==> src/rtl/snoop_resp_ctrl_lv1_pkg.sv <==
// Shared types for the L1 snoop-response controller: MESI encoding,
// FSM states, decoded bus command and the command priority decode.
`ifndef ASSOC_LV1
`define ASSOC_LV1 4
`endif
`ifndef ASSOC_WID_LV1
`define ASSOC_WID_LV1 2
`endif
`ifndef MESI_WID_LV1
`define MESI_WID_LV1 2
`endif

package lv1_snoop_pkg;

   localparam int LV1_ASSOC     = `ASSOC_LV1;
   localparam int LV1_ASSOC_WID = `ASSOC_WID_LV1;
   localparam int LV1_MESI_WID  = `MESI_WID_LV1;

   typedef enum logic [1:0] {
      MESI_I = 2'd0,
      MESI_S = 2'd1,
      MESI_E = 2'd2,
      MESI_M = 2'd3
   } mesi_e;

   typedef enum logic [2:0] {
      ST_IDLE,
      ST_LOOKUP,
      ST_FLUSH,
      ST_UPDATE,
      ST_DONE
   } snoop_state_e;

   typedef enum logic [1:0] {
      CMD_NONE,
      CMD_RD,
      CMD_RDX,
      CMD_INV
   } cmd_e;

   // rdx wins over rd, rd over invalidate when several bits are set
   function automatic cmd_e cmd_decode(input logic rd, input logic rdx, input logic inv);
      if (rdx) return CMD_RDX;
      if (rd)  return CMD_RD;
      if (inv) return CMD_INV;
      return CMD_NONE;
   endfunction

endpackage

==> src/rtl/snoop_resp_ctrl_lv1_if.sv <==
// Snoop bus + L1 MESI array port bundle between the system bus side
// (master) and the per-core snoop-response controller (slave).
interface snoop_resp_ctrl_lv1_if #(
   parameter int ASSOC     = 4,
   parameter int ASSOC_WID = 2,
   parameter int MESI_WID  = 2
);
   logic                      snoop_req;
   logic                      bus_rd;
   logic                      bus_rdx;
   logic                      invalidate;
   logic [ASSOC-1:0]          access_blk_snoop;
   logic [ASSOC*MESI_WID-1:0] cache_snoop_mesi;
   logic                      flush_ack;

   logic                      snoop_busy;
   logic                      snoop_done;
   logic                      shared;
   logic                      flush_req;
   logic                      mesi_wr_en;
   logic [ASSOC_WID-1:0]      mesi_wr_way;
   logic [MESI_WID-1:0]       mesi_wr_state;
   logic                      proto_err;

   modport master (
      output snoop_req, bus_rd, bus_rdx, invalidate, access_blk_snoop,
             cache_snoop_mesi, flush_ack,
      input  snoop_busy, snoop_done, shared, flush_req, mesi_wr_en,
             mesi_wr_way, mesi_wr_state, proto_err
   );

   modport slave (
      input  snoop_req, bus_rd, bus_rdx, invalidate, access_blk_snoop,
             cache_snoop_mesi, flush_ack,
      output snoop_busy, snoop_done, shared, flush_req, mesi_wr_en,
             mesi_wr_way, mesi_wr_state, proto_err
   );
endinterface

==> src/rtl/snoop_resp_ctrl_lv1_mesi_next.sv <==
// MESI transition table for a snooped command: new state, whether a dirty
// line must be flushed first, and whether the transition is illegal.
module snoop_mesi_next_lv1
   import lv1_snoop_pkg::*;
(
   input  cmd_e  cmd_i,
   input  mesi_e cur_i,
   output mesi_e nxt_o,
   output logic  needs_flush_o,
   output logic  err_o
);

   always_comb begin
      nxt_o         = cur_i;
      needs_flush_o = 1'b0;
      err_o         = 1'b0;
      case (cmd_i)
         CMD_RD: begin
            nxt_o         = MESI_S;
            needs_flush_o = (cur_i == MESI_M);
         end
         CMD_RDX: begin
            nxt_o         = MESI_I;
            needs_flush_o = (cur_i == MESI_M);
         end
         CMD_INV: begin
            // an owner should never see a plain invalidate from another core
            nxt_o = MESI_I;
            err_o = (cur_i == MESI_E) || (cur_i == MESI_M);
         end
         default: ;
      endcase
   end

endmodule

==> src/rtl/snoop_resp_ctrl_lv1.sv <==
// Per-core L1 snoop-side controller: qualifies a snooped command against
// the tag hit, flushes Modified lines, writes back MESI state, signals done.
module snoop_resp_ctrl_lv1
   import lv1_snoop_pkg::*;
#(
   parameter int ASSOC     = LV1_ASSOC,
   parameter int ASSOC_WID = LV1_ASSOC_WID,
   parameter int MESI_WID  = LV1_MESI_WID
) (
   input  logic                 clk,
   input  logic                 rst,
   snoop_resp_ctrl_lv1_if.slave snp
);

   snoop_state_e         state_q, state_d;
   cmd_e                 cmd_q, cmd_d;
   logic [ASSOC_WID-1:0] way_q, way_d;
   mesi_e                cur_q, cur_d;
   logic                 hit_q, hit_d;
   logic                 proto_err_q, proto_err_d;

   logic [ASSOC_WID-1:0] hit_way;
   logic [MESI_WID-1:0]  hit_mesi;
   cmd_e                 cmd_in;
   logic                 hit_in, multi_hot, cmd_err;
   mesi_e                nxt;
   logic                 needs_flush, tr_err;

   // lowest-index way wins on a multi-hot vector
   always_comb begin
      hit_way = '0;
      for (int i = ASSOC - 1; i >= 0; i--)
         if (snp.access_blk_snoop[i]) hit_way = ASSOC_WID'(i);
   end

   assign hit_mesi  = snp.cache_snoop_mesi[int'(hit_way) * MESI_WID +: MESI_WID];
   assign cmd_in    = cmd_decode(snp.bus_rd, snp.bus_rdx, snp.invalidate);
   assign cmd_err   = $countones({snp.bus_rd, snp.bus_rdx, snp.invalidate}) != 1;
   assign multi_hot = (snp.access_blk_snoop & (snp.access_blk_snoop - ASSOC'(1))) != '0;
   // a tag match on an Invalid way, or no command at all, is a miss
   assign hit_in    = (snp.access_blk_snoop != '0) && (mesi_e'(hit_mesi) != MESI_I) &&
                      (cmd_in != CMD_NONE);

   snoop_mesi_next_lv1 u_mesi_next (
      .cmd_i         (cmd_q),
      .cur_i         (cur_q),
      .nxt_o         (nxt),
      .needs_flush_o (needs_flush),
      .err_o         (tr_err)
   );

   always_comb begin
      state_d           = state_q;
      cmd_d             = cmd_q;
      way_d             = way_q;
      cur_d             = cur_q;
      hit_d             = hit_q;
      proto_err_d       = proto_err_q;
      snp.snoop_done    = 1'b0;
      snp.flush_req     = 1'b0;
      snp.mesi_wr_en    = 1'b0;
      snp.mesi_wr_way   = '0;
      snp.mesi_wr_state = '0;
      case (state_q)
         ST_IDLE: begin
            if (snp.snoop_req) begin
               cmd_d       = cmd_in;
               way_d       = hit_way;
               cur_d       = mesi_e'(hit_mesi);
               hit_d       = hit_in;
               proto_err_d = proto_err_q | cmd_err | multi_hot;
               state_d     = ST_LOOKUP;
            end
         end
         ST_LOOKUP: begin
            if (!hit_q)           state_d = ST_DONE;
            else if (needs_flush) state_d = ST_FLUSH;
            else                  state_d = ST_UPDATE;
         end
         ST_FLUSH: begin
            snp.flush_req = 1'b1;
            if (snp.flush_ack) state_d = ST_UPDATE;
         end
         ST_UPDATE: begin
            snp.mesi_wr_en    = 1'b1;
            snp.mesi_wr_way   = way_q;
            snp.mesi_wr_state = MESI_WID'(nxt);
            proto_err_d       = proto_err_q | tr_err;
            state_d           = ST_DONE;
         end
         ST_DONE: begin
            snp.snoop_done = 1'b1;
            state_d        = ST_IDLE;
         end
         default: state_d = ST_IDLE;
      endcase
   end

   assign snp.snoop_busy = (state_q != ST_IDLE);
   assign snp.shared     = (state_q != ST_IDLE) && hit_q;
   assign snp.proto_err  = proto_err_q;

   always_ff @(posedge clk or posedge rst) begin
      if (rst) begin
         state_q     <= ST_IDLE;
         cmd_q       <= CMD_NONE;
         way_q       <= '0;
         cur_q       <= MESI_I;
         hit_q       <= 1'b0;
         proto_err_q <= 1'b0;
      end else begin
         state_q     <= state_d;
         cmd_q       <= cmd_d;
         way_q       <= way_d;
         cur_q       <= cur_d;
         hit_q       <= hit_d;
         proto_err_q <= proto_err_d;
      end
   end

endmodule
==> src/flat_wrapper.sv <==
// flat-port wrapper written by rule: the top's interface ports become plain ports
module snoop_resp_ctrl_lv1_flat import lv1_snoop_pkg::*;
#(
   parameter int ASSOC     = LV1_ASSOC,
   parameter int ASSOC_WID = LV1_ASSOC_WID,
   parameter int MESI_WID  = LV1_MESI_WID
)
  (clk, rst, snp_snoop_req, snp_bus_rd, snp_bus_rdx, snp_invalidate, snp_access_blk_snoop, snp_cache_snoop_mesi, snp_flush_ack, snp_snoop_busy, snp_snoop_done, snp_shared, snp_flush_req, snp_mesi_wr_en, snp_mesi_wr_way, snp_mesi_wr_state, snp_proto_err);
  snoop_resp_ctrl_lv1_if #(.ASSOC(ASSOC), .ASSOC_WID(ASSOC_WID), .MESI_WID(MESI_WID)) snp_i ();
  input  logic clk;
  input  logic rst;
  input wire logic [$bits(snp_i.snoop_req)-1:0] snp_snoop_req;
  input wire logic [$bits(snp_i.bus_rd)-1:0] snp_bus_rd;
  input wire logic [$bits(snp_i.bus_rdx)-1:0] snp_bus_rdx;
  input wire logic [$bits(snp_i.invalidate)-1:0] snp_invalidate;
  input wire logic [$bits(snp_i.access_blk_snoop)-1:0] snp_access_blk_snoop;
  input wire logic [$bits(snp_i.cache_snoop_mesi)-1:0] snp_cache_snoop_mesi;
  input wire logic [$bits(snp_i.flush_ack)-1:0] snp_flush_ack;
  output wire logic [$bits(snp_i.snoop_busy)-1:0] snp_snoop_busy;
  output wire logic [$bits(snp_i.snoop_done)-1:0] snp_snoop_done;
  output wire logic [$bits(snp_i.shared)-1:0] snp_shared;
  output wire logic [$bits(snp_i.flush_req)-1:0] snp_flush_req;
  output wire logic [$bits(snp_i.mesi_wr_en)-1:0] snp_mesi_wr_en;
  output wire logic [$bits(snp_i.mesi_wr_way)-1:0] snp_mesi_wr_way;
  output wire logic [$bits(snp_i.mesi_wr_state)-1:0] snp_mesi_wr_state;
  output wire logic [$bits(snp_i.proto_err)-1:0] snp_proto_err;
  assign snp_i.snoop_req = snp_snoop_req;
  assign snp_i.bus_rd = snp_bus_rd;
  assign snp_i.bus_rdx = snp_bus_rdx;
  assign snp_i.invalidate = snp_invalidate;
  assign snp_i.access_blk_snoop = snp_access_blk_snoop;
  assign snp_i.cache_snoop_mesi = snp_cache_snoop_mesi;
  assign snp_i.flush_ack = snp_flush_ack;
  assign snp_snoop_busy = snp_i.snoop_busy;
  assign snp_snoop_done = snp_i.snoop_done;
  assign snp_shared = snp_i.shared;
  assign snp_flush_req = snp_i.flush_req;
  assign snp_mesi_wr_en = snp_i.mesi_wr_en;
  assign snp_mesi_wr_way = snp_i.mesi_wr_way;
  assign snp_mesi_wr_state = snp_i.mesi_wr_state;
  assign snp_proto_err = snp_i.proto_err;
  snoop_resp_ctrl_lv1 #(.ASSOC(ASSOC), .ASSOC_WID(ASSOC_WID), .MESI_WID(MESI_WID)) u_core (.clk(clk), .rst(rst), .snp(snp_i));
endmodule
==> config.mk <==
export PLATFORM = sky130hd
export DESIGN_NAME = snoop_resp_ctrl_lv1_flat
export DESIGN_NICKNAME = d
export VERILOG_FILES = /design/src/rtl/snoop_resp_ctrl_lv1_pkg.sv /design/src/rtl/snoop_resp_ctrl_lv1_if.sv /design/src/rtl/snoop_resp_ctrl_lv1_mesi_next.sv /design/src/rtl/snoop_resp_ctrl_lv1.sv /design/src/flat_wrapper.sv
export SDC_FILE = /design/constraint.sdc
export NUM_CORES = 1
export LEC_CHECK = 0
export ABC_AREA = 1
export BUFFER_PORTS_ARGS = -buffer_cell sky130_fd_sc_hd__buf_2
export CORE_MARGIN = 5
export CORE_UTILIZATION = 38
export CTS_CLUSTER_SIZE = 12
export DETAILED_ROUTE_END_ITERATION = 8
export PLACE_DENSITY = 0.63
export SLEW_MARGIN = 10
export SYNTH_ARGS = -nofsm -noshare
export SYNTH_HDL_FRONTEND = slang
export SYNTH_HIERARCHICAL = 1
export SYNTH_SLANG_ARGS = --single-unit
==> constraint.sdc <==
create_clock -name clk -period 1.2 [get_ports clk]
set_input_delay 0.06 -clock clk [delete_from_list [all_inputs] [get_ports clk]]
set_output_delay 0.06 -clock clk [all_outputs]
set_load 0.01 [all_outputs]
==> flow_summary.toml <==
[clocking]
clock_sinks = 11
cts.path.max_buffers = 2
cts.htree.levels = 1
cts_buffers = 3
clock_latency_ns = 0.26
clkSlewWorstSetupHoldPaths_ns = 0.07
cts_tree = "done"
cts-root-buf = "clkbuf_4"

[floorplan]
die_x_um = 57.0
die_h_um = 57.0
core-area_sq_um = 2150
ios = 29
die_area_sq_um = 3250
start_util = 0.390
row_count = 17

[run_status]
outcome = "complete, but fails checks"
violations = "hold timing, setup timing"

[timing]
hold_viol = 1
setup_viol = 17
slew_headroom = 0.726
grt_setup_unrepaired = "true"
min_period_ns = 1.38
fin_ws_ns = -0.183
drv_slew = 0
fin_skew_ns = 0.00385
holdWs_ns = -0.00656
max_freq_ghz = 0.723
fin_crit_sh = 1.15
tightestPinTransition_ns = 0.411

[setup_path]
worstPathArrival_ns = 1.32
crit_slowest_cell = "dfrtp_1"
worst_path_most_repeated_cell = "buf_6"
timing.critical_path.from = "u_core/state_q[2]$_DFFE_PP0P_"
cp_cell_sequence = "buf_6, nor3_4, buf_4, buf_6, buf_6"
cp_max_fo = 3
cp.depth = 5
timing.rr.end = "u_core/state_q[0]$_DFFE_PP0P_"
start_kind = "register"
critPathKind = "reg2out"
crit_path_end = "snp_mesi_wr_en"
cp_top_family = "buffers and inverters"
slowest_delay_ns = 0.42
rrSetupSlack_ns = -0.09
crit_buf_inv = 4
setup.worst_path.end_class = "output pin"
r2r_cells = 7
cp_data_required_time_ns = 1.14
r2r_start = "u_core/state_q[2]$_DFFE_PP0P_"

[placement]
hpwl_um = 1480
place_ws_ns = -0.00822
gp_congestion = 0.733
portBuffers = 28

[flow_run]
cap_violations = 0

[drt]
drt-total-wl_um = 2050
avgViaCountPerCell = 4.44
drc = 0
wl_per_cell_um = 10.3
first_pass_iters = 4
vias = 888
drt_iter0_drc = 11
ant_nets = 0

[grt]
met1_usage = 0.125
first_global_vias = 787
track_usage = 0.119
grtUsageMet2 = 0.222
antenna_found_initial = 0
grtUsageMet3 = 0.0317
grt_busiest_layer = "met2"
grt_overflow = 0
grt_max_degree = 14
grt_pass1_wl_um = 3070

[power_and_ir_drop]
leakagePower_nw = 0.746
power_density_nw_per_um2 = 1960
total_power_mw = 2.68
vdd_drop_max_uv = 940

[layout]
num_antenna_cells = 0
drive_gt1_frac = 0.477
syn_to_final_growth_pct = 63.6
nets = 198

[synth]
synth-seq-cells = 11
synth_top_family_by_area = "simple AND/OR/NAND/NOR gates"
postSynthCellCount = 118
synthAdderAreaFrac = 0.0985
synth.area.mux_share = 0
synth_xor_xnor_area_share = 0
synth_compound_area_frac = 0.101
synth-simple-area-share = 0.328
synth-seq-area-share = 0.328
ys_types = 23
synth_nets = 143
netlist_area_sq_um = 838
avgSynthCellArea_sq_um = 7.10
ys_warn_count = 6

[worst_hold_path]
hold_path_class = "in2reg"
registers in the layout, summed over array words and instances (netlist names):
name                  flops
u_core/cmd_q              2
u_core/snp.proto_err      1
u_core/state_q            3
u_core/way_q              2
u_core/hit_q              1
u_core/cur_q              2
per-stage QoR:
stage | setup TNS [ns] | instances | cell area, sq um | util
floorplan | 0 | 118 | 838 | -
global placement | 0 | 182 | 1070 | 0.498
detailed placement | -0.0158 | 182 | 1070 | 0.498
CTS | -1.18 | 192 | 1190 | 0.553
global route | -2.71 | 200 | 1370 | 0.638
finish | -1.56 | 200 | 1370 | 0.638
power breakdown:
| part | total [mW] | internal, mW | switching (mW) | leakage, nW |
|---|---|---|---|---|
| Sequential | 0.682 | 0.531 | 0.151 | 0.133 |
| Clock | 0.249 | 0.128 | 0.120 | 0.0150 |
| Combinational | 1.75 | 0.918 | 0.833 | 0.599 |
| Total | 2.68 | 1.58 | 1.10 | 0.746 |
worst reg2reg max path: stages, from the launching register on:
cell and delay (ns):
dfrtp_1 0.42, buf_6 0.14, buf_4 0.13, inv_4 0.06, nand3_2 0.06, buf_4 0.15, o22ai_1 0.15, a21oi_1 0.06
synthesized netlist by cell type:
master | n | area, sq um
a211oi_2 | 1 | 12.5
a21oi_1 | 3 | 15.0
buf_6 | 1 | 11.3
dfrtp_1 | 11 | 275
fa_1 | 1 | 20.0
ha_1 | 5 | 62.6
inv_1 | 28 | 105
inv_2 | 1 | 3.75
nand2_1 | 30 | 113
nand2_2 | 1 | 6.26
nand2_4 | 1 | 11.3
nand3_1 | 10 | 50.1
nor2_1 | 11 | 41.3
nor2_2 | 1 | 6.26
nor3_1 | 1 | 5.00
nor3_2 | 2 | 20.0
nor3_4 | 1 | 16.3
o211ai_1 | 1 | 7.51
o21ai_1 | 2 | 10.0
o21ai_2 | 3 | 26.3
o22ai_1 | 1 | 6.26
o31ai_1 | 1 | 7.51
or2_2 | 1 | 6.26
layer usage:
layer | share of wire | routed length [um]
met1 | 0.37 | 762
met2 | 0.55 | 1120
met3 | 0.069 | 142
met4 | 0.012 | 25
met5 | 0 | 0
how the worst min path moves through the flow:
stage / depth (start not counted) / slack, ns / to / start
finish: 2 / -0.007 / u_core/cmd_q[0]$_DFFE_PP0P_ / snp_bus_rdx
floorplan: 1 / -0.09 / u_core/cmd_q[0]$_DFFE_PP0P_ / rst
CTS: 2 / 0.001 / u_core/cmd_q[0]$_DFFE_PP0P_ / snp_bus_rdx
global route: 2 / -0.003 / u_core/cmd_q[0]$_DFFE_PP0P_ / snp_bus_rdx
detailed placement: 2 / 0.07 / u_core/cmd_q[0]$_DFFE_PP0P_ / rst
global placement: 2 / 0.07 / u_core/cmd_q[1]$_DFFE_PP0P_ / rst
cells by family (layout without fill, tap and decap cells):
group | Yosys count | in the layout
AOI/OAI and AO/OA | 12 | 12
and+or+nand+nor | 59 | 60
adders and majority gates | 6 | 6
buffers and inverters | 30 | 83
DFF | 11 | 11
cell usage in the layout, fill, tap and decap left out, types with 2 or more instances in the layout:
| cell type | count |
|---|---|
| buf_2 | 25 |
| inv_1 | 25 |
| nand2_1 | 24 |
| buf_6 | 13 |
| buf_4 | 10 |
| nor2_1 | 10 |
| nand3_1 | 9 |
| dfrtp_1 | 9 |
| nand2_2 | 7 |
| nor3_4 | 4 |
| o21ai_2 | 4 |
| ha_1 | 4 |
| clkbuf_4 | 3 |
| a21oi_1 | 3 |
| nand2_8 | 2 |
| inv_2 | 2 |
| inv_4 | 2 |
| dfrtp_2 | 2 |
final cells by class:
cell class	instances	area, sq um
clock buffers	4	26.3
fillers	183	777
inverters	29	114
multi-input cells	78	542
flip-flops and latches	11	278
well taps	28	35.0
repair buffers	50	377
repair_timing:
item / in CTS / in global routing
hold buffers: 1 / 0
endpoints found under the hold margin: 11 / 0
cloned: 0 / 1
buffers inserted: 5 / 7
setup endpoints to repair: 12 / 19
pin swaps: 1 / 4
resized for setup: 11 / 28
Note: power is estimated with default switching activity, not from simulation.
